`src/rtl/mvb_pkg.sv`:
```
// Shared types, constants and length-code decode for the MVB frame sequencer.
package mvb_pkg;

    localparam int MAX_GROUPS = 4;
    localparam int CHK_BITS   = 8;
    localparam int GRP_W      = $clog2(MAX_GROUPS);

    typedef enum logic [1:0] {
        ST_IDLE  = 2'd0,
        ST_DATA  = 2'd1,
        ST_CHECK = 2'd2,
        ST_DONE  = 2'd3
    } state_e;

    // Length codes: data bits per frame
    localparam logic [2:0] FC_16  = 3'd0;
    localparam logic [2:0] FC_32  = 3'd1;
    localparam logic [2:0] FC_64  = 3'd2;
    localparam logic [2:0] FC_128 = 3'd3;
    localparam logic [2:0] FC_256 = 3'd4;

    // Abort causes reported on err_code
    localparam logic [1:0] ERR_NONE      = 2'd0;
    localparam logic [1:0] ERR_TRUNC     = 2'd1;
    localparam logic [1:0] ERR_RESTART   = 2'd2;
    localparam logic [1:0] ERR_BAD_FCODE = 2'd3;

    function automatic logic fcode_ok(input logic [2:0] fc);
        return fc <= FC_256;
    endfunction

    // Data bits per check group: whole frame for short codes, 64 otherwise
    function automatic logic [6:0] grp_len(input logic [2:0] fc);
        case (fc)
            FC_16:   return 7'd16;
            FC_32:   return 7'd32;
            default: return 7'd64;
        endcase
    endfunction

    // Index of the last group of the frame (group count minus one)
    function automatic logic [GRP_W-1:0] grp_last(input logic [2:0] fc);
        case (fc)
            FC_128:  return GRP_W'(1);
            FC_256:  return GRP_W'(3);
            default: return GRP_W'(0);
        endcase
    endfunction

endpackage

```
`src/rtl/mvb_frame_sequencer_if.sv`:
```
// Bit-stream and CRC-strobe bundle between decoder, sequencer and CRC checker.
// Strobe semantics: there is no back-pressure on this path. bit_valid,
// frame_start and frame_end are single-cycle qualifiers from the decoder;
// crc_ready, word_valid, frame_done and frame_err are single-cycle
// qualifiers from the sequencer, and their payloads (crc_read/crc_data,
// data_word/word_idx, err_code) are only meaningful in the cycle the
// qualifier is high (err_code and data_word additionally hold afterwards).
interface mvb_frame_sequencer_if;
    import mvb_pkg::*;

    logic             frame_start;
    logic [2:0]       f_code;
    logic             bit_valid;
    logic             bit_data;
    logic             frame_end;

    logic             crc_ready;
    logic             crc_read;
    logic             crc_data;
    logic [63:0]      data_word;
    logic             word_valid;
    logic [GRP_W-1:0] word_idx;
    logic             busy;
    logic             frame_done;
    logic             frame_err;
    logic [1:0]       err_code;
    state_e           state_dbg;

    modport master (
        output frame_start, f_code, bit_valid, bit_data, frame_end,
        input  crc_ready, crc_read, crc_data, data_word, word_valid, word_idx,
               busy, frame_done, frame_err, err_code, state_dbg
    );

    modport slave (
        input  frame_start, f_code, bit_valid, bit_data, frame_end,
        output crc_ready, crc_read, crc_data, data_word, word_valid, word_idx,
               busy, frame_done, frame_err, err_code, state_dbg
    );
endinterface

```
`src/rtl/mvb_frame_sequencer.sv`:
```
// Splits a decoded MVB frame into check groups, strobes each bit to the CRC
// checker and publishes the data bits of every completed group.
module mvb_frame_sequencer
    import mvb_pkg::*;
(
    input  logic                  clk_3M,
    input  logic                  rst,
    mvb_frame_sequencer_if.slave  bus
);

    state_e           state_q, state_d;
    logic [6:0]       bit_cnt_q, bit_cnt_d, bit_cnt_inc;
    logic [GRP_W-1:0] grp_cnt_q, grp_cnt_d;
    logic [GRP_W-1:0] grp_last_q, grp_last_d;
    logic [6:0]       grp_len_q, grp_len_d;
    logic [63:0]      shift_q, shift_d;
    logic [63:0]      data_word_q, data_word_d;
    logic [GRP_W-1:0] word_idx_q, word_idx_d;
    logic [1:0]       err_code_q, err_code_d;
    logic             crc_ready_q, crc_ready_d;
    logic             crc_read_q, crc_read_d;
    logic             crc_data_q, crc_data_d;
    logic             word_valid_q, word_valid_d;
    logic             frame_done_q, frame_done_d;
    logic             frame_err_q, frame_err_d;

    // Next-state and strobe decode; frame_start overrides any bit in the same cycle
    always_comb begin
        state_d      = state_q;
        bit_cnt_d    = bit_cnt_q;
        bit_cnt_inc  = bit_cnt_q + 7'd1;
        grp_cnt_d    = grp_cnt_q;
        grp_last_d   = grp_last_q;
        grp_len_d    = grp_len_q;
        shift_d      = shift_q;
        data_word_d  = data_word_q;
        word_idx_d   = word_idx_q;
        err_code_d   = err_code_q;
        crc_ready_d  = 1'b0;
        crc_read_d   = 1'b0;
        crc_data_d   = 1'b0;
        word_valid_d = 1'b0;
        frame_done_d = 1'b0;
        frame_err_d  = 1'b0;

        if (bus.frame_start) begin
            if (!fcode_ok(bus.f_code)) begin
                // A frame that cannot be sized is rejected outright
                frame_err_d = 1'b1;
                err_code_d  = ERR_BAD_FCODE;
                state_d     = ST_IDLE;
            end else begin
                if (state_q == ST_DATA || state_q == ST_CHECK) begin
                    frame_err_d = 1'b1;
                    err_code_d  = ERR_RESTART;
                end else begin
                    err_code_d  = ERR_NONE;
                end
                state_d    = ST_DATA;
                bit_cnt_d  = '0;
                grp_cnt_d  = '0;
                grp_len_d  = grp_len(bus.f_code);
                grp_last_d = grp_last(bus.f_code);
                shift_d    = '0;
            end
        end else begin
            case (state_q)
                ST_DATA: begin
                    if (bus.bit_valid) begin
                        crc_ready_d = 1'b1;
                        crc_data_d  = bus.bit_data;
                        shift_d     = {shift_q[62:0], bus.bit_data};
                        bit_cnt_d   = bit_cnt_inc;
                        if (bit_cnt_inc == grp_len_q) begin
                            state_d   = ST_CHECK;
                            bit_cnt_d = '0;
                        end
                    end
                    // A data bit can never finish the frame, so an end here is always early
                    if (bus.frame_end) begin
                        frame_err_d = 1'b1;
                        err_code_d  = ERR_TRUNC;
                        state_d     = ST_IDLE;
                    end
                end
                ST_CHECK: begin
                    if (bus.bit_valid) begin
                        crc_ready_d = 1'b1;
                        crc_read_d  = 1'b1;
                        crc_data_d  = bus.bit_data;
                        bit_cnt_d   = bit_cnt_inc;
                        if (bit_cnt_inc == 7'(CHK_BITS)) begin
                            // Shift reg was cleared at group start, so short groups are right-aligned
                            word_valid_d = 1'b1;
                            data_word_d  = shift_q;
                            word_idx_d   = grp_cnt_q;
                            bit_cnt_d    = '0;
                            shift_d      = '0;
                            if (grp_cnt_q == grp_last_q) begin
                                state_d      = ST_DONE;
                                frame_done_d = 1'b1;
                            end else begin
                                state_d   = ST_DATA;
                                grp_cnt_d = grp_cnt_q + GRP_W'(1);
                            end
                        end
                    end
                    if (bus.frame_end) begin
                        if (frame_done_d) begin
                            // End delimiter arrived with the last check bit: frame is good
                            state_d = ST_IDLE;
                        end else begin
                            frame_err_d = 1'b1;
                            err_code_d  = ERR_TRUNC;
                            state_d     = ST_IDLE;
                        end
                    end
                end
                ST_DONE: begin
                    if (bus.frame_end) begin
                        state_d = ST_IDLE;
                    end
                end
                default: begin
                end
            endcase
        end
    end

    // State and output registers; reset drops any frame without reporting it
    always_ff @(posedge clk_3M) begin
        if (rst) begin
            state_q      <= ST_IDLE;
            bit_cnt_q    <= '0;
            grp_cnt_q    <= '0;
            grp_last_q   <= '0;
            grp_len_q    <= '0;
            shift_q      <= '0;
            data_word_q  <= '0;
            word_idx_q   <= '0;
            err_code_q   <= ERR_NONE;
            crc_ready_q  <= 1'b0;
            crc_read_q   <= 1'b0;
            crc_data_q   <= 1'b0;
            word_valid_q <= 1'b0;
            frame_done_q <= 1'b0;
            frame_err_q  <= 1'b0;
        end else begin
            state_q      <= state_d;
            bit_cnt_q    <= bit_cnt_d;
            grp_cnt_q    <= grp_cnt_d;
            grp_last_q   <= grp_last_d;
            grp_len_q    <= grp_len_d;
            shift_q      <= shift_d;
            data_word_q  <= data_word_d;
            word_idx_q   <= word_idx_d;
            err_code_q   <= err_code_d;
            crc_ready_q  <= crc_ready_d;
            crc_read_q   <= crc_read_d;
            crc_data_q   <= crc_data_d;
            word_valid_q <= word_valid_d;
            frame_done_q <= frame_done_d;
            frame_err_q  <= frame_err_d;
        end
    end

    assign bus.crc_ready  = crc_ready_q;
    assign bus.crc_read   = crc_read_q;
    assign bus.crc_data   = crc_data_q;
    assign bus.data_word  = data_word_q;
    assign bus.word_valid = word_valid_q;
    assign bus.word_idx   = word_idx_q;
    assign bus.busy       = (state_q != ST_IDLE);
    assign bus.frame_done = frame_done_q;
    assign bus.frame_err  = frame_err_q;
    assign bus.err_code   = err_code_q;
    assign bus.state_dbg  = state_q;

endmodule

```
`src/flat_wrapper.sv`:
```
// flat-port wrapper written by rule: the top's interface ports become plain ports
module mvb_frame_sequencer_flat import mvb_pkg::*;
  (clk_3M, rst, bus_frame_start, bus_f_code, bus_bit_valid, bus_bit_data, bus_frame_end, bus_crc_ready, bus_crc_read, bus_crc_data, bus_data_word, bus_word_valid, bus_word_idx, bus_busy, bus_frame_done, bus_frame_err, bus_err_code, bus_state_dbg);
  mvb_frame_sequencer_if bus_i ();
  input  logic clk_3M;
  input  logic rst;
  input wire logic [$bits(bus_i.frame_start)-1:0] bus_frame_start;
  input wire logic [$bits(bus_i.f_code)-1:0] bus_f_code;
  input wire logic [$bits(bus_i.bit_valid)-1:0] bus_bit_valid;
  input wire logic [$bits(bus_i.bit_data)-1:0] bus_bit_data;
  input wire logic [$bits(bus_i.frame_end)-1:0] bus_frame_end;
  output wire logic [$bits(bus_i.crc_ready)-1:0] bus_crc_ready;
  output wire logic [$bits(bus_i.crc_read)-1:0] bus_crc_read;
  output wire logic [$bits(bus_i.crc_data)-1:0] bus_crc_data;
  output wire logic [$bits(bus_i.data_word)-1:0] bus_data_word;
  output wire logic [$bits(bus_i.word_valid)-1:0] bus_word_valid;
  output wire logic [$bits(bus_i.word_idx)-1:0] bus_word_idx;
  output wire logic [$bits(bus_i.busy)-1:0] bus_busy;
  output wire logic [$bits(bus_i.frame_done)-1:0] bus_frame_done;
  output wire logic [$bits(bus_i.frame_err)-1:0] bus_frame_err;
  output wire logic [$bits(bus_i.err_code)-1:0] bus_err_code;
  output wire logic [$bits(bus_i.state_dbg)-1:0] bus_state_dbg;
  assign bus_i.frame_start = bus_frame_start;
  assign bus_i.f_code = bus_f_code;
  assign bus_i.bit_valid = bus_bit_valid;
  assign bus_i.bit_data = bus_bit_data;
  assign bus_i.frame_end = bus_frame_end;
  assign bus_crc_ready = bus_i.crc_ready;
  assign bus_crc_read = bus_i.crc_read;
  assign bus_crc_data = bus_i.crc_data;
  assign bus_data_word = bus_i.data_word;
  assign bus_word_valid = bus_i.word_valid;
  assign bus_word_idx = bus_i.word_idx;
  assign bus_busy = bus_i.busy;
  assign bus_frame_done = bus_i.frame_done;
  assign bus_frame_err = bus_i.frame_err;
  assign bus_err_code = bus_i.err_code;
  assign bus_state_dbg = bus_i.state_dbg;
  mvb_frame_sequencer u_core (.clk_3M(clk_3M), .rst(rst), .bus(bus_i));
endmodule
```
`config.mk`:
```
export PLATFORM = sky130hd
export DESIGN_NAME = mvb_frame_sequencer_flat
export DESIGN_NICKNAME = d
export VERILOG_FILES = /design/src/rtl/mvb_pkg.sv /design/src/rtl/mvb_frame_sequencer_if.sv /design/src/rtl/mvb_frame_sequencer.sv /design/src/flat_wrapper.sv
export SDC_FILE = /design/constraint.sdc
export NUM_CORES = 1
export LEC_CHECK = 0
export ABC_CLOCK_PERIOD_IN_PS = 3400
export CAP_MARGIN = 30
export CORE_ASPECT_RATIO = 1.2
export CORE_MARGIN = 4
export CORE_UTILIZATION = 40
export CTS_CLUSTER_SIZE = 40
export DETAILED_ROUTE_END_ITERATION = 7
export GPL_ROUTABILITY_DRIVEN = 1
export MAX_ROUTING_LAYER = met4
export PLACE_DENSITY = 0.74
export SLEW_MARGIN = 10
export SYNTH_ARGS = -nofsm -noshare
export SYNTH_HDL_FRONTEND = slang
export SYNTH_SLANG_ARGS = --single-unit
```
`constraint.sdc`:
```
create_clock -name clk_3M -period 3.4 [get_ports clk_3M]
set_clock_uncertainty 0.05 [all_clocks]
set_input_delay 1.02 -clock clk_3M [delete_from_list [all_inputs] [get_ports clk_3M]]
set_output_delay 1.02 -clock clk_3M [all_outputs]
set_load 0.02 [all_outputs]
```
==> metrics.md, run 1 <==
| Metric | Value |
|---|---|
| # Max-Cap Violations | `0` |
| Setup TNS | `0 ns` |
| Worst reg-to-reg setup slack | `0.87 ns` |
| Vias in the first global route | `between 4,000 and 5,000` |
| Worst EP required | `2.33 ns` |
| Final period util | `between 80% and 90%` |
| Pin count of the biggest net entering global routing | `128` |
| Area share of the largest cell type after synthesis | `53.0%` |
| Core Area | `~14,000 µm²` |
| Yosys Warn Count | `0` |
| Clk slew on worst S/H paths | `approximately 0.06 ns` |
| Worst Hold Class | `flip-flop to flip-flop` |
| Fraction of the mapped netlist area in simple logic gates | `between 10% and 20%` |
| Unrepaired setup endpoints after global routing | `no` |
| Top Ports | `86` |
| Max Freq | `0.351 GHz` |
| Via density | `5.27` |
| CTS Hold Bufs | `0` |
| Synth cell types | `44` |
| Layout cell share with drive strength beyond 1 | `6.77%` |
| Crit path launch type | `flip-flop` |
| Placed inst area | `roughly 6800 µm²` |
| CP peak stage delay | `0.61 ns` |
| DP Wirelength | `8490 µm` |
| Clk root buf | `clkbuf_16` |
| CTS tree | `built` |
| CP Max Fanout | `5` |
| Final Max Slew Viols | `0` |
| Crit Path Class | `flip-flop to output pin` |
| Largest family of logic cells by synthesized area | `simple AND/OR/NAND/NOR gates` |
| Final Hold Fails | `0` |
| Mux cell area share after synthesis | `11.7%` |
| Synth area leader | `dfxtp_1` |
| Clk sink count | `154` |
| Via count | `4,503` |
| Most frequent CP cell | `inv_1` |
| Most frequent cells in the layout | `dfxtp_1, nor2_1, clkdlybuf4s50_1, mux2i_1, a22oi_1` |
| Mapped Area | `5820 µm²` |
| Post-route DRC | `0` |
| First-pass DRT Iterations | `5` |
| Synthesized area per cell | `9.78 µm²` |
| Global route overflow | `0` |
| P&R area growth vs syn | `28.0%` |
| Minimum clock period | `between 2 and 3 ns` |
| Fin nets | `680` |
| Post-Synth XOR/XNOR Area | `1.81%` |
| Synth Area in Compound Gates | `between 10% and 20%` |
| PortBufs | `85` |
| Post-CTS setup buffers | `0` |
| CP endpoint kind | `output pin` |
| H-tree levels | `4` |
| Worst slew pin tran | `between 0.7 and 0.8 ns` |
| Global-route wire length before repair | `approximately 22,000 µm` |
| Max rail drop VDD | `0.248 mV` |
| Post_cts resized | `0` |
| Cells after Synth | `between 500 and 600` |
| Most common cell after layout, fill and taps aside | `dfxtp_1` |
| FP Rows | `48` |
| Sequential-to-total area share from yosys stat | `53.0%` |
| Leak pwr | `roughly 2.6 nW` |
| Adder-cell share of the synthesized area | `1.07%` |
| Post-Route WL | `12,900 µm` |
| Mapped Nets | `slightly above 600` |
| Largest buffer count on any clock path | `2` |
| GRT Total Usage | `about 16%` |
| Final ANT Viol Nets | `0` |
| Gpl congestion | `around 0.8` |
| Power Density | `539 nW/µm²` |
| Crit-path cells | `inv_1 > ha_1 > inv_1 > clkdlybuf4s50_1` |
| Die Width | `118 µm` |
| Initial drt markers | `between 200 and 300` |
| Status | `finished clean` |
| Initial core utilization | `40.6%` |
| Routed len/inst | `15.1 µm` |
| Synth top area cells | `dfxtp_1, mux2i_1, nor2_1` |
| ANT cells | `0` |
| CP Data Arrival Time | `1.78 ns` |
| Die Ht | `140 µm` |
| Worst slew margin | `50.9%` |
| Clock Latency Late Sink | `0.41 ns` |
| Initial antenna violation count | `0` |
| # setup viols final | `0` |
| TritonCTS Buffers | `17` |
| #FFs+latches synth | `roughly 150` |
| CP max-delay cell | `clkdlybuf4s50_1` |
| Design Area, Final | `7450 µm²` |
| Full die area | `16,600 µm²` |
sequential cells by signal, indices dropped and copies added, names as in the netlist:
name,cells
u_core.bus.word_idx,2
u_core.bus.state_dbg,2
u_core.bus.crc_read,1
u_core.grp_last_q,2
u_core.grp_cnt_q,2
u_core.grp_len_q,3
u_core.bit_cnt_q,7
u_core.bus.data_word,64
u_core.bus.err_code,2
u_core.bus.crc_ready,1
u_core.bus.crc_data,1
u_core.bus.frame_err,1
u_core.bus.word_valid,1
u_core.bus.frame_done,1
u_core.shift_q,64
cell type report:
class / count / area, µm²
fillers: 1239 / 6900
flip-flops and latches: 154 / 3080
multi-input cells: 390 / 2510
repair buffers: 94 / 978
clock buffers: 23 / 468
well taps: 175 / 219
clock inverters: 9 / 161
inverters: 9 / 33.8
worst paths after layout:
kind	cells after the start	from	endpoint
max	4	u_core.bus.state_dbg[0]	bus_busy
max reg2reg	7	u_core.bit_cnt_q[3]	u_core.shift_q[57]
min	1	u_core.bus.err_code[0]	u_core.bus.err_code[0]
min reg2reg	1	u_core.bus.err_code[0]	u_core.bus.err_code[0]
power by group:
group	total, mW	leakage (nW)	switching (mW)	internal, mW
clock	1.99	0.299	0.716	1.28
combinational	0.199	1.02	0.133	0.0663
sequential	1.82	1.24	0.00814	1.81
total	4.01	2.56	0.857	3.16
cells in the mapped netlist (all sizes together):
library cell and count:
o22ai 1, o32ai 1, mux2i 68, and2 7
nand3b 1, xor2 2, nor4b 1, o21ai 10
or2 1, a22oi 67, xnor2 10, o31ai 4
or3b 1, or3 2, a211oi 2, a22o 2
buf 10, a311o 1, clkbuf 32, nor3 6
inv 9, a21oi 11, nor2 147, nor2b 5
nand3 5, dfxtp 154, a32o 1, a31oi 1
a41o 1, nand4 1, ha 5, a21o 2
o21a 2, nand2 13, a311oi 1, nand2b 2
and3 4, a2111oi 2
stage by stage:
stage	hold slack [ns]	power, mW	cells	setup slack, ns	utilization (%)
3_5_place_dp	0.427	2.06	822	0.257	47.5
3_3_place_gp	0.403	2.05	822	0.348	47.5
6_report	0.440	4.01	854	0.553	51.9
4_1_cts	0.452	4.06	854	0.541	51.9
2_1_floorplan	0.415	1.99	595	0.950	-
5_1_grt	0.477	4.16	854	0.483	51.9
worst max-delay path: cells and delay by family (launching register included):
| kind | cells | cell delay (ns) |
|---|---|---|
| adder cells (fa/ha/maj) | 1 | 0.20 |
| buffers and inverters | 3 | 0.78 |
| flip-flops | 1 | 0.40 |
metal layers:
metal / up-vias / GRT usage [%] / part of all wire [%]
met5: - / - / 0
met4: 0 / 6.79 / 2.3
met3: 24 / 3.88 / 4.4
met2: 106 / 27.4 / 50
met1: 2175 / 18.4 / 44
li1: 2198 / - / -
cells by family (layout without fill, tap and decap cells):
kind of cell / count (synthesis) / after routing
buffers and inverters: 51 / 135
flip-flops: 154 / 154
AND/OR/NAND/NOR: 196 / 196
adder cells (fa/ha/maj): 5 / 5
AO/OA/AOI/OAI: 109 / 109
multiplexers: 68 / 68
XOR/XNOR: 12 / 12
(Power assumes the default switching activity.)
==> inputs of run 2 (changes only) <==
--- a/config.mk
+++ b/config.mk
@@ -5,7 +5,7 @@
 export SDC_FILE = /design/constraint.sdc
 export NUM_CORES = 1
 export LEC_CHECK = 0
-export ABC_CLOCK_PERIOD_IN_PS = 3400
+export ABC_CLOCK_PERIOD_IN_PS = 2700
 export CAP_MARGIN = 30
 export CORE_ASPECT_RATIO = 1.2
 export CORE_MARGIN = 4
==> constraint.sdc (replaced) <==
create_clock -name clk_3M -period 2.7 [get_ports clk_3M]
set_clock_uncertainty 0.05 [all_clocks]
set_input_delay 0.81 -clock clk_3M [delete_from_list [all_inputs] [get_ports clk_3M]]
set_output_delay 0.81 -clock clk_3M [all_outputs]
set_load 0.02 [all_outputs]
==> run 2 against run 1 <==
Core utilization up 0.21 points. Setup slack worse by 0.43 ns. Sequential share of layout area down 0.17 points. Sequential power up 26%. Wire length down 0.83%. Final cell count up 1.3%. Die area unchanged. Via count about the same. First-iteration DRC count down 4.8%. Critical endpoint is now u_core.bus.state_dbg[0]. Largest power group is now sequential cells.
==> metrics.md, run 2 (synthesis gave the netlist of run 1 again) <==
| Metric | Value |
|---|---|
| Status | `finished clean (unchanged)` |
| Initial antenna violation count | `0 (unchanged)` |
| Most frequent cells in the layout | `dfxtp_1, nor2_1, clkdlybuf4s50_1, mux2i_1, a22oi_1 (unchanged)` |
| Net Sw Frac | `24.1% (was 21.4%)` |
| CP peak stage delay | `0.48 ns (was 0.61 ns)` |
| Final Max Slew Viols | `0 (unchanged)` |
| Global route overflow | `0 (unchanged)` |
| Worst-case reg-to-reg path depth | `6 (was 7)` |
| PortBufs | `85 (unchanged)` |
| Pin count of the biggest net entering global routing | `87 (was 128)` |
| Internal Dissipation | `3.60 mW (was 3.16 mW)` |
| Die Width | `118 µm (unchanged)` |
| Largest buffer count on any clock path | `2 (unchanged)` |
| CP Data Arrival Time | `2.79 ns (was 1.78 ns)` |
| Power Density | `634 nW/µm² (was 539 nW/µm²)` |
| Post-Place Worst Slack | `0.0355 ns (was 0.257 ns)` |
| Design Area, Final | `7480 µm² (was 7450 µm²)` |
| Clk sink count | `154 (unchanged)` |
| DP Wirelength | `8740 µm (was 8490 µm)` |
| Fin nets | `691 (was 680)` |
| Minimum clock period | `2.58 ns` |
| First-pass DRT Iterations | `5 (unchanged)` |
| # Max-Cap Violations | `0 (unchanged)` |
| Core Area | `14,400 µm² (unchanged)` |
| Setup TNS | `0 ns (unchanged)` |
| Initial core utilization | `40.6% (unchanged)` |
| FP Rows | `48 (unchanged)` |
| Crit. path cell count | `6 (was 4)` |
| Clk slew on worst S/H paths | `0.06 ns (about the same)` |
| Fin Hold WS | `0.441 ns (was 0.440 ns)` |
| CTS tree | `built (unchanged)` |
| H-tree levels | `4 (unchanged)` |
| Worst slew margin | `61.8% (was 50.9%)` |
| Top Ports | `86 (unchanged)` |
| Unrepaired setup endpoints after global routing | `no (unchanged)` |
| Combinational share of power | `5.7% (was 5.0%)` |
| Finished Core Util | `52.1% (was 51.9%)` |
| CP max-delay cell | `a2111oi_1 (was clkdlybuf4s50_1)` |
| Crit path to | `u_core.bus.state_dbg[0] (was bus_busy)` |
| CP Launch Point | `u_core.bit_cnt_q[4] (was u_core.bus.state_dbg[0])` |
| P&R area growth vs syn | `28.5% (was 28.0%)` |
| Post-CTS setup buffers | `0 (unchanged)` |
| Leak pwr | `2.59 nW (was 2.56 nW)` |
| Crit path launch type | `flip-flop (unchanged)` |
| Vias in the first global route | `4,306 (was 4,483)` |
| GRT Total Usage | `15.8% (was 16.2%)` |
| Max rail drop VDD | `0.449 mV (was 0.248 mV)` |
| Clk root buf | `clkbuf_16 (unchanged)` |
| ANT cells | `0 (unchanged)` |
| Switching Power | `1.14 mW (was 0.857 mW)` |
| Full die area | `16,600 µm² (unchanged)` |
| Reg power frac | `48.4% (was 45.4%)` |
| Max Freq | `around 0.39 GHz` |
| # setup viols final | `0 (unchanged)` |
| Family with the most delay on the worst path | `compound AO/OA/AOI/OAI gates (was buffers and inverters)` |
| Crit Path Class | `flip-flop to flip-flop (was flip-flop to output pin)` |
| Worst r2r src | `u_core.bit_cnt_q[4] (was u_core.bit_cnt_q[3])` |
| CP bufs+invs | `0 (was 3)` |
| Cells after DPL | `833 (was 822)` |
| Via count | `4,502 (was 4,503)` |
| Worst Hold Class | `flip-flop to flip-flop (unchanged)` |
| Most common cell after layout, fill and taps aside | `dfxtp_1 (unchanged)` |
| Worst slew pin tran | `0.573 ns (was 0.737 ns)` |
| Routed len/inst | `14.8 µm (was 15.1 µm)` |
| FF-to-FF End | `u_core.bus.state_dbg[0] (was u_core.shift_q[57])` |
| CP Max Fanout | `7 (was 5)` |
| Layout cell share with drive strength beyond 1 | `8.84% (was 6.77%)` |
| Hold Path Depth | `1 (unchanged)` |
| Worst EP required | `2.91 ns (was 2.33 ns)` |
| Final ANT Viol Nets | `0 (unchanged)` |
| Fin cells | `865 (was 854)` |
| Global-route wire length before repair | `21,200 µm (was 21,500 µm)` |
| PnR worst setup slack | `0.123 ns (was 0.553 ns)` |
| Post-Route WL | `12,800 µm (was 12,900 µm)` |
| Die Ht | `140 µm (unchanged)` |
| Final Hold Fails | `0 (unchanged)` |
| Final period util | `95.4%` |
| Design Power | `4.74 mW (was 4.01 mW)` |
| Crit-path cells | `nand3_1 > or3_4 > a2111oi_4 > a311oi_1 > a2111oi_1 > nor3_1 (was inv_1 > ha_1 > inv_1 > clkdlybuf4s50_1)` |
| Clock Latency Late Sink | `0.40 ns (was 0.41 ns)` |
| Placed inst area | `6930 µm² (was 6820 µm²)` |
| Worst reg-to-reg setup slack | `0.12 ns (was 0.87 ns)` |
| Via density | `5.20 (was 5.27)` |
| Initial drt markers | `260 (was 273)` |
| Post-route DRC | `0 (unchanged)` |
| Gpl congestion | `0.928 (was 0.787)` |
| TritonCTS Buffers | `17 (unchanged)` |
| Clk network pwr share | `45.9% (was 49.6%)` |
| CP endpoint kind | `flip-flop (was output pin)` |
run 2: layer usage:
layer  vias up  part of all wire [%]  global-route usage [%]
met1      2151                    43                    18.7
met3         8                   4.1                    3.47
met2       111                    51                    26.8
li1       2232                     -                       -
met5         -                     0                       -
met4         0                   1.1                    5.12
run 2: cell type report:
type | count | area (µm²)
Timing Repair Buffer | 105 | 1080
Fill cell | 1248 | 6870
Clock buffer | 18 | 439
Inverter | 9 | 33.8
Multi-Input combinational cell | 390 | 2510
Sequential cell | 154 | 3080
Clock inverter | 14 | 113
Tap cell | 175 | 219
run 2: worst min path at each step:
stage / startpoint / end / slack, ns
after floorplan: u_core.shift_q[63] / u_core.bus.data_word[63] / 0.41
after global placement: u_core.bus.err_code[0] / u_core.bus.err_code[0] / 0.40
after detailed placement: u_core.bus.err_code[0] / u_core.bus.err_code[0] / 0.43
after CTS: u_core.bus.data_word[41] / u_core.bus.data_word[41] / 0.45
after global routing: u_core.bus.err_code[0] / u_core.bus.err_code[0] / 0.47
final: u_core.bus.err_code[0] / u_core.bus.err_code[0] / 0.44
run 2: timing repair:
| action | CTS | global route |
|---|---|---|
| gates cloned | 0 | 0 |
| gates resized for setup | 1 | 1 |
| hold buffers | 0 | 0 |
| endpoints found under the setup margin | 1 | 1 |
run 2: power by group through the flow:
stage	clock (mW)	sequential (mW)	combinational (mW)
5_1_grt	2.33	2.30	0.293
3_5_place_dp	0	2.35	0.268
6_report	2.18	2.30	0.269
3_3_place_gp	0	2.34	0.259
2_1_floorplan	0	2.35	0.148
4_1_cts	2.23	2.30	0.267
==> inputs of run 3 (changes only) <==
--- a/config.mk
+++ b/config.mk
@@ -7,6 +7,8 @@
 export LEC_CHECK = 0
 export ABC_CLOCK_PERIOD_IN_PS = 2700
 export CAP_MARGIN = 30
+export CELL_PAD_IN_SITES_DETAIL_PLACEMENT = 0
+export CELL_PAD_IN_SITES_GLOBAL_PLACEMENT = 1
 export CORE_ASPECT_RATIO = 1.2
 export CORE_MARGIN = 4
 export CORE_UTILIZATION = 40
@@ -14,7 +16,9 @@
 export DETAILED_ROUTE_END_ITERATION = 7
 export GPL_ROUTABILITY_DRIVEN = 1
 export MAX_ROUTING_LAYER = met4
-export PLACE_DENSITY = 0.74
+export PLACE_DENSITY = 0.89
+export SETUP_SLACK_MARGIN = 0.5
+export SKIP_LAST_GASP = 1
 export SLEW_MARGIN = 10
 export SYNTH_ARGS = -nofsm -noshare
 export SYNTH_HDL_FRONTEND = slang
==> run 3 against run 2 <==
Via count increased by 0.22%. Critical path depth grew 1. Setup slack improved by 0.36 ns. Design area increased by 2.9%. Non-clock buffer count up 6. Wire length rose by 5.5%. Sequential power is essentially flat. Clock power up 13%. Sequential share of layout area is 0.87 points lower. Sequential cell count is the same. Register-to-register slack better by 0.36 ns. Critical endpoint is now u_core.bus.state_dbg[1].
==> metrics.md, run 3 (synthesis gave the netlist of run 1 again) <==
| Metric | Value |
|---|---|
| Worst slew pin tran | `0.660 ns (was 0.573 ns)` |
| Worst Hold Class | `flip-flop to flip-flop (unchanged)` |
| CP max-delay cell | `a2111oi_4 (was a2111oi_1)` |
| Hold Path Depth | `2 (was 1)` |
| Pin count of the biggest net entering global routing | `147 (was 87)` |
| Via count | `4,512 (was 4,502)` |
| DP Wirelength | `8510 µm (was 8740 µm)` |
| Post-Route WL | `13,500 µm (was 12,800 µm)` |
| Status | `finished clean (unchanged)` |
| Worst-case reg-to-reg path depth | `7 (was 6)` |
| Layout cell share with drive strength beyond 1 | `13.1% (was 8.84%)` |
| Vias in the first global route | `4,463 (was 4,306)` |
| Core Area | `14,400 µm² (unchanged)` |
| Full die area | `16,600 µm² (unchanged)` |
| CP Max Fanout | `7 (unchanged)` |
| Minimum clock period | `2.21 ns (was 2.58 ns)` |
| Worst r2r src | `u_core.bit_cnt_q[4] (unchanged)` |
| PnR worst setup slack | `0.487 ns (was 0.123 ns)` |
| GRT Total Usage | `16.7% (was 15.8%)` |
| Via density | `5.20 (about the same)` |
| Post-route DRC | `0 (unchanged)` |
| Most frequent cells in the layout | `nor2_1, dfxtp_1, dlygate4sd2_1, mux2i_1, a22oi_1 (was dfxtp_1, nor2_1, clkdlybuf4s50_1, mux2i_1, a22oi_1)` |
| Crit-path cells | `nand3_2 > or3_4 > a2111oi_4 > buf_4 > a311o_1 > a211oi_1 > a41o_1 (was nand3_1 > or3_4 > a2111oi_4 > a311oi_1 > a2111oi_1 > nor3_1)` |
| Clock Latency Late Sink | `0.42 ns (was 0.40 ns)` |
| Final Max Slew Viols | `0 (unchanged)` |
| FF-to-FF End | `u_core.bus.state_dbg[1] (was u_core.bus.state_dbg[0])` |
| Crit path launch type | `flip-flop (unchanged)` |
| Clk root buf | `clkbuf_16 (unchanged)` |
| Design Power | `5.06 mW (was 4.74 mW)` |
| CP endpoint kind | `flip-flop (unchanged)` |
| Final Hold Fails | `0 (unchanged)` |
| CP Data Arrival Time | `2.47 ns (was 2.79 ns)` |
| CP peak stage delay | `0.44 ns (was 0.48 ns)` |
| Largest buffer count on any clock path | `2 (unchanged)` |
| Global route overflow | `0 (unchanged)` |
| PortBufs | `85 (unchanged)` |
| Hold path start | `u_core.bus.word_idx[1] (was u_core.bus.err_code[0])` |
| P&R area growth vs syn | `32.3% (was 28.5%)` |
| Hold-critical path endpoint | `u_core.bus.word_idx[1] (was u_core.bus.err_code[0])` |
| Die Width | `118 µm (unchanged)` |
| TritonCTS Buffers | `17 (unchanged)` |
| Crit Path Class | `flip-flop to flip-flop (unchanged)` |
| Initial core utilization | `40.6% (unchanged)` |
| Post-Place Worst Slack | `0.0295 ns (was 0.0355 ns)` |
| Fin nets | `697 (was 691)` |
| Fin Hold WS | `0.436 ns (was 0.441 ns)` |
| ANT cells | `0 (unchanged)` |
| Clk slew on worst S/H paths | `0.06 ns (about the same)` |
| # setup viols final | `0 (unchanged)` |
| Die Ht | `140 µm (unchanged)` |
| Final period util | `82.0% (was 95.4%)` |
| Worst EP required | `2.96 ns (was 2.91 ns)` |
| Global-route wire length before repair | `21,900 µm (was 21,200 µm)` |
| Max Freq | `0.452 GHz (was 0.388 GHz)` |
| Setup TNS | `0 ns (unchanged)` |
| CP Launch Point | `u_core.bit_cnt_q[4] (unchanged)` |
| Unrepaired setup endpoints after global routing | `yes (was no)` |
| Worst reg-to-reg setup slack | `0.49 ns (was 0.12 ns)` |
| Gpl congestion | `0.857 (was 0.928)` |
| Max rail drop VDD | `0.354 mV (was 0.449 mV)` |
| Power Density | `658 nW/µm² (was 634 nW/µm²)` |
| CTS tree | `built (unchanged)` |
| # Max-Cap Violations | `0 (unchanged)` |
| CTS Hold Bufs | `0 (unchanged)` |
| Initial drt markers | `214 (was 260)` |
| Initial antenna violation count | `0 (unchanged)` |
| Clk sink count | `154 (unchanged)` |
| Fill cells | `1,266 (was 1,248)` |
| Top Ports | `86 (unchanged)` |
| Routed len/inst | `15.6 µm (was 14.8 µm)` |
| Leak pwr | `3.10 nW (was 2.59 nW)` |
| FP Rows | `48 (unchanged)` |
| First-pass DRT Iterations | `4 (was 5)` |
| Worst slew margin | `56.0% (was 61.8%)` |
| H-tree levels | `4 (unchanged)` |
| Final ANT Viol Nets | `0 (unchanged)` |
run 3: repair_timing:
| item | 4_1_cts | 5_1_grt |
|---|---|---|
| gates cloned | 1 | 1 |
| pin swaps | 4 | 4 |
| hold endpoints to repair | 0 | 0 |
| setup buffers | 0 | 5 |
| resized for setup | 88 | 33 |
| setup endpoints to repair | 209 | 100 |
run 3: metal layers:
layer,track usage [%],vias to the layer above,routed length (µm),share of wire [%]
li1,-,2226,-,-
met1,19.4,2153,5830,43
met2,27.2,100,6790,50
met3,4.00,33,485,3.6
met4,7.96,0,428,3.2
met5,-,-,0,0
run 3: cell type report:
type / count / area [µm²] / share of cell area [%]
Clock inverter: 7 / 141 / 1.84
Clock buffer: 22 / 474 / 6.16
Timing Repair Buffer: 111 / 1110 / 14.4
Tap cell: 175 / 219 / 2.84
Inverter: 9 / 33.8 / 0.439
Multi-Input combinational cell: 390 / 2610 / 34.0
Sequential cell: 154 / 3110 / 40.3
run 3: report_power, final:
group	internal [mW]	total, mW	switching (mW)
combinational	0.108	0.295	0.187
clock	1.60	2.47	0.869
sequential	2.28	2.29	0.0124
run 3: worst max-delay path by stage:
stage	to	slack [ns]	cells past startpoint
global route	u_core.bus.state_dbg[1]	0.43	7
finish	u_core.bus.state_dbg[1]	0.49	7
CTS	bus_busy	0.39	4
detailed placement	u_core.shift_q[26]	0.03	7
global placement	u_core.bus.data_word[38]	0.07	7
floorplan	u_core.bus.data_word[55]	0.52	11
run 3: per-stage QoR:
stage,cells,instance area [µm²],util [%]
after floorplan,595,5830,-
after global placement,832,6940,48.4
after detailed placement,832,6940,48.4
after CTS,862,7520,52.4
after global routing,868,7700,53.6
final,868,7700,53.6
run 3: worst max-delay path: cells and delay by family (launching register included):
family	cells	cell delay (ns)
flip-flops	1	0.39
AO/OA/AOI/OAI	4	0.98
buffers and inverters	1	0.18
AND/OR/NAND/NOR	2	0.50
